==> config.mk <==
export PLATFORM = sky130hd
export DESIGN_NAME = fifo_write_arbiter_flat
export DESIGN_NICKNAME = d
export VERILOG_FILES = /design/src/rtl/fifo_write_arbiter_if.sv /design/src/rtl/fifo_write_arbiter.sv /design/src/flat_wrapper.sv
export SDC_FILE = /design/constraint.sdc
export NUM_CORES = 1
export LEC_CHECK = 0
export ABC_AREA = 1
export ABC_CLOCK_PERIOD_IN_PS = 1800
export BUFFER_PORTS_ARGS = -buffer_cell sky130_fd_sc_hd__buf_2
export CAP_MARGIN = 20
export CORE_UTILIZATION = 45
export CTS_CLUSTER_SIZE = 10
export DETAILED_ROUTE_END_ITERATION = 12
export PLACE_DENSITY_LB_ADDON = 0.12
export SYNTH_ARGS = -nofsm -noshare
export SYNTH_HDL_FRONTEND = slang
export SYNTH_SLANG_ARGS = --single-unit
==> constraint.sdc <==
create_clock -name clk -period 1.8 [get_ports clk]
set_clock_uncertainty 0.15 [all_clocks]
set_input_delay 0.09 -clock clk [delete_from_list [all_inputs] [get_ports clk]]
set_output_delay 0.09 -clock clk [all_outputs]
set_load 0.005 [all_outputs]
==> src/rtl/fifo_write_arbiter_if.sv <==
// Requester-side write bus for the shared FIFO write port: requests/data in,
// grant/ack back-pressure out, plus the FIFO strobe, data and full flag.
interface fifo_write_arbiter_if #(
   parameter int N_REQ      = 4,
   parameter int DATA_WIDTH = 8
);
   logic [N_REQ-1:0]            req;
   logic [N_REQ*DATA_WIDTH-1:0] req_data;
   logic                        fifo_full;
   logic [N_REQ-1:0]            grant;
   logic [N_REQ-1:0]            ack;
   logic                        write;
   logic [DATA_WIDTH-1:0]       w_data;
   logic                        busy;

   modport slave (
      input  req, req_data, fifo_full,
      output grant, ack, write, w_data, busy
   );

   modport master (
      output req, req_data, fifo_full,
      input  grant, ack, write, w_data, busy
   );
endinterface

==> src/rtl/fifo_write_arbiter.sv <==
// Round-robin arbiter sharing one FIFO write port among N_REQ requesters,
// with bursts capped at MAX_BURST words and a one-cycle arbitration bubble.
module fifo_write_arbiter #(
   parameter int N_REQ      = 4,
   parameter int DATA_WIDTH = 8,
   parameter int MAX_BURST  = 4
) (
   input logic                 clk,
   input logic                 reset,
   fifo_write_arbiter_if.slave bus
);

   localparam int CNT_W = $clog2(MAX_BURST + 1);
   localparam int IDX_W = $clog2(N_REQ);

   typedef enum logic {IDLE, BURST} state_t;

   state_t                state;
   logic [N_REQ-1:0]      grant_q;
   logic [IDX_W-1:0]      g_idx;
   logic [IDX_W-1:0]      rr_ptr;
   logic [CNT_W-1:0]      burst_cnt;

   logic                  pick_vld;
   logic [IDX_W-1:0]      pick_idx;
   logic [IDX_W:0]        sum;
   logic                  g_req;
   logic                  wr;
   logic [DATA_WIDTH-1:0] w_data_mux;

   // Descending scan so the requester closest above rr_ptr is written last and wins.
   always_comb begin
      pick_vld = 1'b0;
      pick_idx = '0;
      sum      = '0;
      for (int k = N_REQ - 1; k >= 0; k--) begin
         sum = {1'b0, rr_ptr} + (IDX_W + 1)'(k);
         if (sum >= (IDX_W + 1)'(N_REQ)) sum = sum - (IDX_W + 1)'(N_REQ);
         if (bus.req[sum[IDX_W-1:0]]) begin
            pick_vld = 1'b1;
            pick_idx = sum[IDX_W-1:0];
         end
      end
   end

   assign g_req = bus.req[g_idx];
   assign wr    = (state == BURST) & g_req & ~bus.fifo_full;

   always_comb begin
      w_data_mux = '0;
      for (int i = 0; i < N_REQ; i++) begin
         if (grant_q[i]) w_data_mux = bus.req_data[i*DATA_WIDTH +: DATA_WIDTH];
      end
   end

   always_ff @(posedge clk or posedge reset) begin
      if (reset) begin
         state     <= IDLE;
         grant_q   <= '0;
         g_idx     <= '0;
         rr_ptr    <= '0;
         burst_cnt <= '0;
      end else begin
         case (state)
            IDLE: begin
               if (pick_vld) begin
                  state     <= BURST;
                  grant_q   <= N_REQ'(1) << pick_idx;
                  g_idx     <= pick_idx;
                  burst_cnt <= '0;
               end
            end
            BURST: begin
               // A dropped request or the last allowed word both end the burst.
               if (!g_req || (wr && burst_cnt == CNT_W'(MAX_BURST - 1))) begin
                  state   <= IDLE;
                  grant_q <= '0;
                  rr_ptr  <= (g_idx == IDX_W'(N_REQ - 1)) ? '0 : g_idx + 1'b1;
               end else if (wr) begin
                  burst_cnt <= burst_cnt + 1'b1;
               end
            end
            default: state <= IDLE;
         endcase
      end
   end

   assign bus.grant  = grant_q;
   assign bus.ack    = wr ? grant_q : '0;
   assign bus.write  = wr;
   assign bus.w_data = w_data_mux;
   assign bus.busy   = (state == BURST);

endmodule

==> src/flat_wrapper.sv <==
// flat-port wrapper written by rule: the top's interface ports become plain ports
module fifo_write_arbiter_flat 
#(
   parameter int N_REQ      = 4,
   parameter int DATA_WIDTH = 8,
   parameter int MAX_BURST  = 4
)
  (clk, reset, bus_req, bus_req_data, bus_fifo_full, bus_grant, bus_ack, bus_write, bus_w_data, bus_busy);
  fifo_write_arbiter_if #(.N_REQ(N_REQ), .DATA_WIDTH(DATA_WIDTH)) bus_i ();
  input logic clk;
  input logic reset;
  input wire logic [$bits(bus_i.req)-1:0] bus_req;
  input wire logic [$bits(bus_i.req_data)-1:0] bus_req_data;
  input wire logic [$bits(bus_i.fifo_full)-1:0] bus_fifo_full;
  output wire logic [$bits(bus_i.grant)-1:0] bus_grant;
  output wire logic [$bits(bus_i.ack)-1:0] bus_ack;
  output wire logic [$bits(bus_i.write)-1:0] bus_write;
  output wire logic [$bits(bus_i.w_data)-1:0] bus_w_data;
  output wire logic [$bits(bus_i.busy)-1:0] bus_busy;
  assign bus_i.req = bus_req;
  assign bus_i.req_data = bus_req_data;
  assign bus_i.fifo_full = bus_fifo_full;
  assign bus_grant = bus_i.grant;
  assign bus_ack = bus_i.ack;
  assign bus_write = bus_i.write;
  assign bus_w_data = bus_i.w_data;
  assign bus_busy = bus_i.busy;
  fifo_write_arbiter #(.N_REQ(N_REQ), .DATA_WIDTH(DATA_WIDTH), .MAX_BURST(MAX_BURST)) u_core (.clk(clk), .reset(reset), .bus(bus_i));
endmodule
# Word level (Yosys, flattened, before mapping)
# Cells that the tools add are included.
[op_classes]
add_sub_neg = 9
n_lt_le_gt_ge = 9
n_eq_ne = 6
shifts = 1
muxes = 38
n_bitwise = 4
n_reduce_logical = 7
[op_table]
columns = ["op", "count"]
rows = [
  ["two-way mux 8 bit", 4],
  ["two-way mux 2 bit", 9],
  ["less-than comparator 2 x 3 -> 1 bit, second input constant", 5],
  ["two-way mux 4 bit", 3],
  ["two-way mux 1 bit", 11],
  ["binary-select mux 1 bit (select 2 bit)", 5],
  ["greater-or-equal comparator 3 bit, second input constant", 3],
  ["two-way mux 3 bit", 3],
  ["one-hot mux 4 bit (2 select lines)", 1],
  ["subtractor 2 x 1 -> 2 bit, second input constant", 4],
  ["adder 2 x 2 -> 3 bit, second input constant", 2],
  ["!= test 2 bit, second input constant", 3],
  ["one-hot mux 3 bit (2 select lines)", 1],
  ["AND reduction 2 bit", 3],
  ["left shift 1 x 2 -> 4 bit, first input constant", 1],
  ["adder 2 x 1 -> 3 bit, second input constant", 1],
  ["adder 3 x 1 -> 3 bit, second input constant", 1],
  ["== test 3 x 2 -> 1 bit, second input constant", 1],
  ["greater-or-equal comparator 2 x 3 -> 1 bit, second input constant", 1],
  ["AND reduction 3 bit", 1],
  ["adder 2 x 1 -> 2 bit, second input constant", 1],
  ["bitwise AND 1 bit", 2],
  ["== test 2 bit, second input constant", 1],
  ["!= test 2 x 1 -> 1 bit, second input constant", 1],
  ["other kinds (5)", 6],
]
[word_totals]
ff_bits = 12
in_bits = 39

# Logic depth before layout (Yosys ltp)
[logic_depth]
word_depth = 12
depth_mapped = 14
mapped_depth_nobuf = 14

# Least setup slack after synthesis
# Ideal clock, no wire load.
[synth_path]
path_kind = "reg-to-reg"
start = "reg u_core.burst_cnt[0]"
end = "reg u_core.burst_cnt[0]"
arrival_ns = 1.392
required_time_ns = 1.577
setup_slack_ns = 0.185
path_stages_with_launch = 10
path_buffers = 0
period_less_slack_ns = 1.615
path_cell_list = "dfrtp_1 -> ha_1 -> ha_1 -> nand3_1 -> nand3_1 -> nand2_2 -> nand2_1 -> inv_1 -> nor2_1 -> a21oi_2"
[synth_between]
elab_chain_cells = 5
word_cells_on_any_way = 9
[synth_lines]
columns = ["element", "line", "source"]
rows = [
  ["start: declaration", "fifo_write_arbiter.sv:22", "logic [CNT_W-1:0] burst_cnt;"],
  ["start signal: assignment", "fifo_write_arbiter.sv:80", "burst_cnt <= burst_cnt + 1'b1;"],
  ["branches (longest 5 deep; another with adder 3 x 1 -> 3 bit)", "n/a", ""],
]
# Parallel ways; which one is timed is not known. The select of a mux whose other input is x is not followed.
# A chain may end at the register's enable or synchronous reset.

# Worst setup path in the final report
[layout_path]
start = "reg u_core.g_idx[1]"
end = "out bus_ack[0]"
[layout_between]
elab_chain_cells = 5
[layout_lines]
columns = ["element", "line", "source"]
rows = [
  ["start: declaration", "fifo_write_arbiter.sv:20", "logic [IDX_W-1:0] g_idx;"],
  ["start signal: assignment", "fifo_write_arbiter.sv:69", "g_idx <= pick_idx;"],
  ["binary-select mux 1 bit (select 2 bit)", "fifo_write_arbiter.sv:46", "assign g_req = bus.req[g_idx];"],
  ["two-way mux 1 bit (implied by the code)", "fifo_write_arbiter.sv:46", ""],
  ["bitwise AND 1 bit (2 in a row)", "fifo_write_arbiter.sv:47", "assign wr = (state == BURST) & g_req & ~bus.fifo_full;"],
  ["two-way mux 4 bit", "fifo_write_arbiter.sv:89", "assign bus.ack = wr ? grant_q : '0;"],
  ["end: declaration", "flat_wrapper.sv:16", "output wire logic [$bits(bus_i.ack)-1:0] bus_ack;"],
]
# No other way between the ends. The select of a mux whose other input is x is not followed.

==> metrics.md <==
| Metric | Value |
|---|---|
| CTS tree | `built` |
| Yosys reg bits | `12` |
| Placed cell areas | `1380 um2` |
| Worst hold path depth | `5` |
| Routability cong. | `roughly 0.83` |
| Final setup viols | `0` |
| Clock Latency Late Sink | `0.28 ns` |
| Core Box Area | `about 2200 um2` |
| Area Overhead vs Synth | `34.54%` |
| H-tree depth | `1` |
| Mapped Cells | `around 170` |
| Hold_sp | `bus_fifo_full` |
| Worst R2R End | `u_core.g_idx[0]$_DFFE_PP0P_` |
| CTS root buf | `clkbuf_4` |
| Overall routing resource usage | `24.64%` |
| Status | `finished, final reports clean` |
| FF-to-FF path depth | `11` |
| Flop2flop setup slack | `0.12 ns` |
| Slew Viols, Final | `0` |
| Die H | `between 50 and 60 um` |
| Final core utilization | `64.82%` |
| Distinct cells, synth | `24` |
| Grt total ovfl | `0` |
| DRC | `0` |
| Crit-path max FO | `4` |
| Port Buffers | `56` |
| Leak Pwr | `0.0008269 uW` |
| I/O pin count | `57` |
| Hold/Removal Path Class | `in -> reg` |
| Critical path class | `reg -> out` |
| Actual slew at the worst max-slew pin | `0.5487 ns` |
| Starting Density | `48.18%` |
| Minimum clock period | `1.704 ns` |
| Initial antenna violation count | `0` |
| Startpoint types | `flip-flop` |
| Post-layout net count | `~270` |
| Largest net degree at the start of global routing | `20` |
| Clk sink count | `12` |
| CP Capture Type | `primary output` |
| Die X-Extent | `50.90 um` |
| Routed WL | `3013 um` |
| Reg2reg start | `u_core.rr_ptr[0]$_DFFE_PP0P_` |
| Antenna Nets Post-Route | `0` |
| Post-Syn Area per Cell | `~6.5 um2` |
| Antenna diodes | `0` |
| RSZ-0062 raised after global routing | `true` |
| Register area share after synthesis | `27.91%` |
| Crit path required time | `1.56 ns` |
| Vias in the first global route | `roughly 1200` |
| Post-Syn Nets | `between 200 and 250` |
| Clock Path Buffers | `2` |
| Max-cap violations | `0` |
| Final Instance Area | `1448 um2` |
| TritonCTS Buffers | `3` |
| Ys Warns | `0` |
| Hold Fails Final Rpt | `0` |
| Row count | `17` |
| Slew headroom | `63.42%` |
| Mapped Area | `approximately 1100 um2` |
| Fin crit share | `between 90% and 100%` |
| Detailed placer's ending HPWL | `2307 um` |
| Max Fclk | `0.5870 GHz` |
| Vias | `1314` |
| Pwr per Cell Area | `1561 nW/um2` |
| WL/cell | `11.91 um` |
| WHS Endpoint | `u_core.bus.busy$_DFF_PP0_` |
| Global-route wire length before repair | `about 4900 um` |
| Die Footprint | `2591 um2` |
| 1st-iter DRT viols | `46` |
| Vias per cell | `5.194` |
| Pre-antenna DRT Iters | `4` |
| Worst VDD drop | `0.001083 V` |
| CP arrival | `1.46 ns` |
| Clk slew on worst S/H paths | `0.09 ns` |
| Layout cell share with drive strength beyond 1 | `37.33%` |
-- worst max-delay path, stage by stage, from the launching register on --
cell and delay, ns:
dfrtp_1 0.41, inv_1 0.09, a21oi_1 0.04, o21ai_1 0.11, nand2_1 0.11, nor2_4 0.13
inv_1 0.09, nor2_1 0.09, buf_2 0.11
-- placed cells by master (no fill, tap or decap), types with 2 or more instances in the layout --
master and count:
nand2_1 50, nand3_1 11, buf_2 56, a221oi_1 8
clkbuf_4 3, o31ai_1 9, o21ai_1 4, nor2_1 18
buf_4 4, a21oi_1 5, inv_2 2, dfrtp_1 9
dfrtp_2 3, nand2_2 7, inv_1 21, ha_1 3
nor2_4 3
-- Yosys cell counts --
library cell	n	area share [%]
o31ai_1	9	6.3
a21oi_1	5	2.3
o21ai_0	4	1.9
nor2_2	1	0.58
inv_2	2	0.70
a21oi_4	1	1.5
nand3_1	11	5.1
ha_1	3	3.5
dfrtp_1	12	28
clkbuf_1	3	1.0
nand2_1	50	17
nor2_4	1	1.0
clkinv_1	1	0.35
inv_1	21	7.3
nor2_1	20	7.0
a21oi_2	1	0.81
nand4_1	1	0.58
buf_1	1	0.35
a221oi_1	8	6.5
buf_6	1	1.0
o22ai_2	1	1.2
nand2_2	7	4.1
nand2_4	1	1.0
o21ai_1	1	0.46
-- routing by layer --
layer | track usage, % | share of wire, % | vias up
li1 | - | - | 662
met1 | 31.98 | 42 | 596
met2 | 41.89 | 51 | 54
met3 | 3.571 | 5.8 | 2
met4 | 7.407 | 0.70 | 0
met5 | 0 | 0 | -
-- where the power goes --
part           switching, uW  internal, uW  leakage (uW)
registers                165           388      0.000147
clock network           98.2          77.6     0.0000138
logic                    909           621      0.000666
total                   1170          1090      0.000827
-- per-stage QoR --
stage          worst slack (ns)  setup TNS, ns  hold slack, ns  instances  total power [uW]
2_1_floorplan            0.1854              0         -0.1953        166              1588
3_3_place_gp            0.08667              0        -0.03956        247              1946
3_5_place_dp            0.02730              0        -0.02077        247              2002
4_1_cts                0.006873              0          0.1387        251              2186
5_1_grt                -0.04889       -0.04889          0.1616        253              2523
6_report                0.09631              0          0.1421        253              2260
-- how the worst max path moves through the flow --
stage                                      end                            start  slack (ns)
2_1_floorplan  u_core.burst_cnt[0]$_DFFE_PP0P_  u_core.burst_cnt[0]$_DFFE_PP0P_        0.19
3_3_place_gp   u_core.bus.grant[0]$_DFFE_PP0P_     u_core.rr_ptr[0]$_DFFE_PP0P_        0.09
3_5_place_dp   u_core.bus.grant[0]$_DFFE_PP0P_     u_core.rr_ptr[0]$_DFFE_PP0P_        0.03
4_1_cts                             bus_ack[0]      u_core.g_idx[0]$_DFFE_PP0P_       0.007
5_1_grt        u_core.bus.grant[0]$_DFFE_PP0P_     u_core.rr_ptr[0]$_DFFE_PP0P_       -0.05
6_report                            bus_ack[0]      u_core.g_idx[1]$_DFFE_PP0P_         0.1
-- state kept, by name (all words and copies together) (netlist names) --
name and flops:
u_core.g_idx 2, u_core.rr_ptr 2, u_core.burst_cnt 3, u_core.bus.busy 1, u_core.bus.grant 4
-- repair_timing --
action	in CTS	in global routing
gates resized for setup	3	8
hold endpoints to repair	12	0
pin swaps	0	0
setup buffers	0	2
hold buffers	1	0
setup endpoints to repair	12	22
-- kinds of logic (layout without fill, tap and decap cells) --
group,count (synthesis),in the layout,synth area share [%]
AOI/OAI and AO/OA,30,30,20.93
adders and majority gates,3,3,3.489
buffers and inverters,29,88,10.81
DFF,12,12,27.91
and+or+nand+nor,92,92,36.86
-- final cells by class --
cell class | count | area, um2
clock buffers | 3 | 22.52
fillers | 197 | 785.8
inverters | 24 | 91.34
multi-input cells | 125 | 674.4
flip-flops and latches | 12 | 304.0
well taps | 28 | 35.03
repair buffers | 61 | 320.3
No activity file was read; power rests on OpenSTA's default activity.
